[config.mk]
export PLATFORM = sky130hd
export DESIGN_NAME = coin_input_cond
export DESIGN_NICKNAME = d
export VERILOG_FILES = /design/src/rtl/coin_input_pkg.sv /design/src/rtl/input_debounce.sv /design/src/rtl/coin_input_cond.sv
export SDC_FILE = /design/constraint.sdc
export NUM_CORES = 1
export LEC_CHECK = 0
export BUFFER_PORTS_ARGS = -buffer_cell sky130_fd_sc_hd__buf_4
export CORE_MARGIN = 1.5
export CORE_UTILIZATION = 30
export CTS_CLUSTER_SIZE = 16
export DETAILED_ROUTE_END_ITERATION = 6
export GPL_TIMING_DRIVEN = 0
export SLEW_MARGIN = 5
export SYNTH_ARGS = -nofsm -noshare
export SYNTH_HDL_FRONTEND = slang
export SYNTH_SLANG_ARGS = --single-unit
[constraint.sdc]
create_clock -name MCLK -period 3.9 [get_ports MCLK]
set_input_delay 0.78 -clock MCLK [delete_from_list [all_inputs] [get_ports MCLK]]
set_output_delay 0.78 -clock MCLK [all_outputs]
set_load 0.05 [all_outputs]
[src/rtl/coin_input_pkg.sv]
// Shared definitions for the coin/control input conditioning block.
//   coin_state_t : coin pulse generator states
//   ctl_bit_e    : bit layout of a player control bus {trig2,trig1,left,down,right,up}
//   inp2_bit_e   : bit layout of the INP2 bus {coin, start2, start1}
package coin_input_pkg;

  localparam int CTL_W = 6;

  typedef enum logic [1:0] {IDLE, PULSE, GAP} coin_state_t;

  typedef enum int unsigned {
    CTL_UP    = 0,
    CTL_RIGHT = 1,
    CTL_DOWN  = 2,
    CTL_LEFT  = 3,
    CTL_TRIG1 = 4,
    CTL_TRIG2 = 5
  } ctl_bit_e;

  typedef enum int unsigned {
    INP2_START1 = 0,
    INP2_START2 = 1,
    INP2_COIN   = 2
  } inp2_bit_e;

endpackage

[src/rtl/input_debounce.sv]
// Vectorised synchroniser + debouncer.
//   clk, rst : clock, synchronous active-high reset
//   tick     : sample strobe, one cycle wide
//   raw      : asynchronous inputs
//   stable   : debounced outputs (registered)
// Each bit is synchronised by two flops, sampled into a DEB_N-deep history on
// every tick, and the stable value follows once the whole history agrees.
module input_debounce #(
  parameter int W     = 16,
  parameter int DEB_N = 4
) (
  input  logic         clk,
  input  logic         rst,
  input  logic         tick,
  input  logic [W-1:0] raw,
  output logic [W-1:0] stable
);

  logic [W-1:0]            sync1, sync2;
  logic [W-1:0][DEB_N-1:0] hist;

  always_ff @(posedge clk) begin
    if (rst) begin
      sync1  <= '0;
      sync2  <= '0;
      hist   <= '0;
      stable <= '0;
    end else begin
      sync1 <= raw;
      sync2 <= sync1;
      for (int i = 0; i < W; i++) begin
        if (tick)
          hist[i] <= {hist[i][DEB_N-2:0], sync2[i]};
        // history only moves on ticks, so this settles the cycle after one
        if (&hist[i])
          stable[i] <= 1'b1;
        else if (~|hist[i])
          stable[i] <= 1'b0;
      end
    end
  end

endmodule

[src/rtl/coin_input_cond.sv]
// Input conditioning between the key/joystick merge and the game core.
//   MCLK, RESET        : clock, synchronous active-high reset
//   IN0_RAW, IN1_RAW   : raw P1/P2 controls {trig2,trig1,left,down,right,up}
//   START_RAW          : raw {start2,start1}
//   COIN_RAW           : raw {coin2,coin1}
//   INP0, INP1         : debounced P1/P2 controls
//   INP2               : {coin_pulse, start2, start1}
//   COIN_PEND          : coins queued and not yet pulsed
//   COIN_OVF           : sticky, a coin was dropped on a full queue
// Coin presses are counted into a saturating queue and replayed as a train of
// fixed-width pulses separated by a fixed gap, so no press is merged or lost.
module coin_input_cond
  import coin_input_pkg::*;
#(
  parameter int TICK_DIV    = 48000,
  parameter int DEB_N       = 4,
  parameter int PULSE_TICKS = 100,
  parameter int GAP_TICKS   = 100,
  parameter int QBITS       = 4
) (
  input  logic             MCLK,
  input  logic             RESET,
  input  logic [5:0]       IN0_RAW,
  input  logic [5:0]       IN1_RAW,
  input  logic [1:0]       START_RAW,
  input  logic [1:0]       COIN_RAW,
  output logic [5:0]       INP0,
  output logic [5:0]       INP1,
  output logic [2:0]       INP2,
  output logic [QBITS-1:0] COIN_PEND,
  output logic             COIN_OVF
);

  localparam int PW   = (TICK_DIV > 1) ? $clog2(TICK_DIV) : 1;
  localparam int TMAX = (PULSE_TICKS > GAP_TICKS) ? PULSE_TICKS : GAP_TICKS;
  localparam int TW   = (TMAX > 1) ? $clog2(TMAX) : 1;
  localparam int SW   = QBITS + 2;

  localparam logic [PW-1:0]    TICK_LAST  = PW'(TICK_DIV - 1);
  localparam logic [TW-1:0]    PULSE_LAST = TW'(PULSE_TICKS - 1);
  localparam logic [TW-1:0]    GAP_LAST   = TW'(GAP_TICKS - 1);
  localparam logic [QBITS-1:0] PEND_MAX   = '1;

  // ---------------- tick prescaler ----------------
  logic [PW-1:0] presc;
  logic          tick;

  assign tick = (presc == TICK_LAST);

  always_ff @(posedge MCLK) begin
    if (RESET)     presc <= '0;
    else if (tick) presc <= '0;
    else           presc <= presc + PW'(1);
  end

  // ---------------- debounce ----------------
  logic [15:0] db;

  input_debounce #(.W(16), .DEB_N(DEB_N)) u_deb (
    .clk    (MCLK),
    .rst    (RESET),
    .tick   (tick),
    .raw    ({COIN_RAW, START_RAW, IN1_RAW, IN0_RAW}),
    .stable (db)
  );

  logic [1:0] coin_db, start_db;
  assign INP0     = db[CTL_W-1:0];
  assign INP1     = db[2*CTL_W-1:CTL_W];
  assign start_db = db[2*CTL_W+1:2*CTL_W];
  assign coin_db  = db[2*CTL_W+3:2*CTL_W+2];

  // ---------------- coin queue ----------------
  logic [1:0]       coin_prev, rise, inc;
  logic [QBITS-1:0] pend;
  logic [SW-1:0]    pend_sum;
  logic             ovf, dec;

  assign rise     = coin_db & ~coin_prev;
  assign inc      = {1'b0, rise[0]} + {1'b0, rise[1]};
  // wide enough that pend + 2 never wraps before the saturation test
  assign pend_sum = SW'(pend) + SW'(inc) - SW'(dec);

  always_ff @(posedge MCLK) begin
    if (RESET) begin
      coin_prev <= '0;
      pend      <= '0;
      ovf       <= 1'b0;
    end else begin
      coin_prev <= coin_db;
      if (pend_sum > SW'(PEND_MAX)) begin
        pend <= PEND_MAX;
        ovf  <= 1'b1;
      end else begin
        pend <= pend_sum[QBITS-1:0];
      end
    end
  end

  // ---------------- coin pulse FSM ----------------
  coin_state_t   state, state_nxt;
  logic [TW-1:0] tcnt, tcnt_nxt;
  logic          coin_pulse;

  always_ff @(posedge MCLK) begin
    if (RESET) begin
      state <= IDLE;
      tcnt  <= '0;
    end else begin
      state <= state_nxt;
      tcnt  <= tcnt_nxt;
    end
  end

  always_comb begin
    state_nxt = state;
    tcnt_nxt  = tcnt;
    case (state)
      IDLE: begin
        if (pend != '0) begin
          state_nxt = PULSE;
          tcnt_nxt  = '0;
        end
      end
      PULSE: begin
        if (tick) begin
          if (tcnt == PULSE_LAST) begin
            state_nxt = GAP;
            tcnt_nxt  = '0;
          end else begin
            tcnt_nxt = tcnt + TW'(1);
          end
        end
      end
      GAP: begin
        if (tick) begin
          if (tcnt == GAP_LAST) begin
            state_nxt = (pend != '0) ? PULSE : IDLE;
            tcnt_nxt  = '0;
          end else begin
            tcnt_nxt = tcnt + TW'(1);
          end
        end
      end
      default: begin
        state_nxt = IDLE;
        tcnt_nxt  = '0;
      end
    endcase
  end

  // a coin leaves the queue the moment its pulse starts
  always_comb begin
    coin_pulse = (state == PULSE);
    dec        = (state_nxt == PULSE) && (state != PULSE);
  end

  assign INP2      = {coin_pulse, start_db};
  assign COIN_PEND = pend;
  assign COIN_OVF  = ovf;

endmodule

==> flow_summary.yaml <==
outcome:
  violations: "design-rule violations"
  outcome: "finished, violations left"
grt:
  gr-total-overflow: 0
  first_global_vias: 3943
  grt_first_pass_wirelength_um: 19100
  grt_use_total_pct: 12.4
  antenna_found_initial: 0
  grt_start_max_net_pins: 17
synthesis:
  synth_area_per_cell_sq_um: 8.79
  yosysUniqueCellTypes: 41
  yosys_warnings: 0
  synth_nets: 671
  ys.flop_type: "dfxtp_1"
  netlist.area_leader.share_pct: 51.3
  async_flop_share_pct: 0
  syn_area_sq_um: 5620
  synthCells: 639
  synth-seq-cells: 144
  synthTopCellsByArea: "dfxtp_1, nand2_1, a21oi_1"
  synth_edf_count: 0
  yosysTopAreaCell: "dfxtp_1"
  yosysSeqAreaShare_pct: 51.3
timing:
  rsz0062_at_grt: "no"
  holdWs_ns: 0.424
  tightest_slew_ns: 0.723
  final_hold_viol_count: 0
  fin_crit_sh_pct: 91.0
  clock_skew_ns: 0.0145
  period_needed_ns: 3.55
  fmax_mhz: 282
  max_slew_margin_pct: 51.8
  timing.setup.tns_ns: 0
  slew_viol_final: 0
  setup_violations: 0
power_and_ir_drop:
  leakage_uw: 0.00265
  p_per_area_nw_per_um2: 548
  ir_worst_vdd_mv: 0.314
routing:
  maxUsedRoutingLayer: "met4"
  drt-total-wl_um: 11300
  wl_met2_um: 4980
  ant_nets: 0
  dr_wl_met3_um: 522
  dr.pass1.iters: 6
  drtIter0Drc: 201
  m1WireLength_um: 5710
  wire_per_inst_um: 12.1
  vias_per_cell: 4.53
  drc: 2
  vias: 4240
critical_path:
  end_kind: "flop"
  worstReg2RegEnd: "COIN_PEND[0]$_SDFF_PP0_"
  worstReg2RegStart: "presc[0]$_SDFF_PP0_"
  critPathKind: "flop to flop"
  cp_slowest_stage_delay_ns: 0.42
  cp_slowest_cell: "fa_1"
  worst-r2r-cell-count: 16
  crit_family: "adder cells"
  cp-start-kind: "flop"
  cp_cell_sequence: "ha_1, nand3_2, nor2_4, and3_1, buf_6, nand4_1, a211oi_1, ha_1, fa_1, inv_1, fa_1, a21oi_1, o21bai_1, xnor2_1, a31oi_2, a21oi_1"
  timing.reg2reg.setup_slack_ns: 0.35
  arrival_ns: 3.83
  crit_fanout: 10
  crit_buf_inv: 2
  cp.required_ns: 4.18
finish:
  drive_gt1_share_pct: 14.6
  multiInputGateArea_sq_um: 2420
  diodes: 0
  syn_to_final_growth_pct: 20.5
  layout.nets: 726
  num-fill-cells: 1884
  instances_no_fill: 935
  regArea_sq_um: 2880
clock_network:
  cts_tree: "built"
  path_clk_slew_ns: 0.06
  htreeDepth: 4
  cts_setup_buffers: 0
  cts.sinks: 144
  clk_latency_ns: 0.43
  postCtsHoldBufs: 0
  clockRootBuffer: "clkbuf_16"
  cts_buffers: 17
  cts_max_path_buffers: 2
  cts_resized: 0
job:
  cap_violations: 0
hold_path:
  holdPathEnd: "u_deb.sync2[15]$_SDFF_PP0_"
  min-delay-start: "u_deb.sync1[15]$_SDFF_PP0_"
  hold-path-cell-count: 1
  timing.hold.worst.class: "flop to flop"
die:
  ios: 38
  die_h_um: 140
  initial_core_util_pct: 30.9
  dieArea_sq_um: 19500
  core_sq_um: 18100
  row_count: 49
  die_w_um: 140
place:
  finalWeightedCongestion: 0.782
  port_buffers: 36
  hpwlAfterDp_um: 7600
  dp.cells: 904
-- placed cells by master, fill, tap and decap left out, types with 2 or more instances in the layout --
cell type	synthesis	layout
a211oi_1	3	3
a21boi_0	3	3
a21oi_1	89	89
and3_1	20	20
buf_1	2	2
buf_2	4	4
buf_4	20	55
buf_6	2	3
bufinv_16	0	2
clkbuf_1	19	19
clkbuf_16	0	17
clkbuf_8	0	2
clkinv_2	0	7
clkinvlp_4	0	3
dfxtp_1	144	144
fa_1	2	2
ha_1	12	12
inv_1	15	15
nand2_1	136	136
nand2b_1	5	5
nand3_1	10	9
nand3_2	1	2
nand4_1	5	5
nor2_1	24	23
nor2b_1	37	37
nor3_1	3	3
nor4b_1	2	2
o211ai_1	2	2
o21a_1	2	2
o21ai_0	24	24
o21bai_1	2	2
o31a_1	2	2
o31ai_1	18	18
or3_1	4	4
xnor2_1	9	9
xor2_1	8	8
-- final cells by class --
type / count / area share [%]
Buffer: 47 / 4.07
Clock buffer: 19 / 6.70
Clock inverter: 12 / 1.74
Inverter: 15 / 0.832
Multi-Input combinational cell: 433 / 35.8
Sequential cell: 144 / 42.6
Tap cell: 229 / 4.24
Timing Repair Buffer: 36 / 3.99
-- cell families after synthesis --
family,after synthesis,share of synthesized area [%]
xor+xnor,17,2.65
compound gates,147,14.7
fa+ha+maj,14,3.39
flops,144,51.3
buf+inv,62,5.84
mux,1,0.178
simple gates,254,21.9
-- cell usage after synthesis, types with 2 or more instances --
master / instances
buf_2: 4
ha_1: 12
xor2_1: 8
nand2b_1: 5
and3_1: 20
o31ai_1: 18
a21oi_1: 89
or3_1: 4
o21a_1: 2
xnor2_1: 9
nand3_1: 10
nor4b_1: 2
nand4_1: 5
nor3_1: 3
nor2b_1: 37
buf_4: 20
o211ai_1: 2
dfxtp_1: 144
fa_1: 2
o21bai_1: 2
o31a_1: 2
buf_1: 2
o21ai_0: 24
clkbuf_1: 19
nor2_1: 24
nand2_1: 136
inv_1: 15
buf_6: 2
a211oi_1: 3
a21boi_0: 3
-- through the flow --
stage | instance area (sq um) | power, uW | setup WS [ns] | utilization (%)
after floorplan | 5620 | 2020 | 0.362 | -
after global placement | 6170 | 2160 | 0.0867 | 34.0
after detailed placement | 6170 | 2170 | 0.0706 | 34.0
after CTS | 6740 | 3740 | 0.0482 | 37.2
after global routing | 6770 | 3880 | 0.0157 | 37.3
final | 6770 | 3710 | 0.352 | 37.3
-- worst register-to-register path, delay by kind of cell (launching register included) --
| kind | cells | cell delay, ns |
|---|---|---|
| DFF | 1 | 0.37 |
| buffers and inverters | 2 | 0.25 |
| xor gates and xnor gates | 1 | 0.09 |
| and+or+nand+nor | 4 | 0.69 |
| AOI/OAI and AO/OA | 5 | 0.87 |
| adders and majority gates | 4 | 1.13 |
-- layer usage --
layer	up-vias	global-route usage, %
met5	-	0
met4	0	4.99
met3	11	3.92
met2	56	18.4
met1	1928	16.6
li1	2245	-
-- power breakdown --
| group | internal, uW | switching, uW |
|---|---|---|
| clock | 961 | 604 |
| sequential | 1520 | 35.0 |
| combinational | 230 | 359 |
| total | 2710 | 997 |
-- flip-flops by register name (all words and copies together) (netlist names) --
register and flops:
u_deb.hist 64, COIN_OVF 1, presc 16, u_deb.stable 16, u_deb.sync2 16, state 2
coin_prev 2, u_deb.sync1 16, COIN_PEND 4, tcnt 7
-- how the worst max path moves through the flow --
| stage | to | cells after the start | startpoint | slack (ns) |
|---|---|---|---|---|
| after CTS | COIN_PEND[2]$_SDFF_PP0_ | 16 | presc[0]$_SDFF_PP0_ | 0.05 |
| after global placement | COIN_PEND[0]$_SDFF_PP0_ | 16 | presc[0]$_SDFF_PP0_ | 0.09 |
| after floorplan | COIN_OVF$_SDFFE_PP0N_ | 16 | COIN_PEND[2]$_SDFF_PP0_ | 0.36 |
| after global routing | COIN_PEND[0]$_SDFF_PP0_ | 16 | presc[0]$_SDFF_PP0_ | 0.02 |
| final | COIN_PEND[0]$_SDFF_PP0_ | 16 | presc[0]$_SDFF_PP0_ | 0.35 |
| after detailed placement | COIN_PEND[2]$_SDFF_PP0_ | 16 | presc[0]$_SDFF_PP0_ | 0.07 |
No activity file was read; power rests on OpenSTA's default activity.
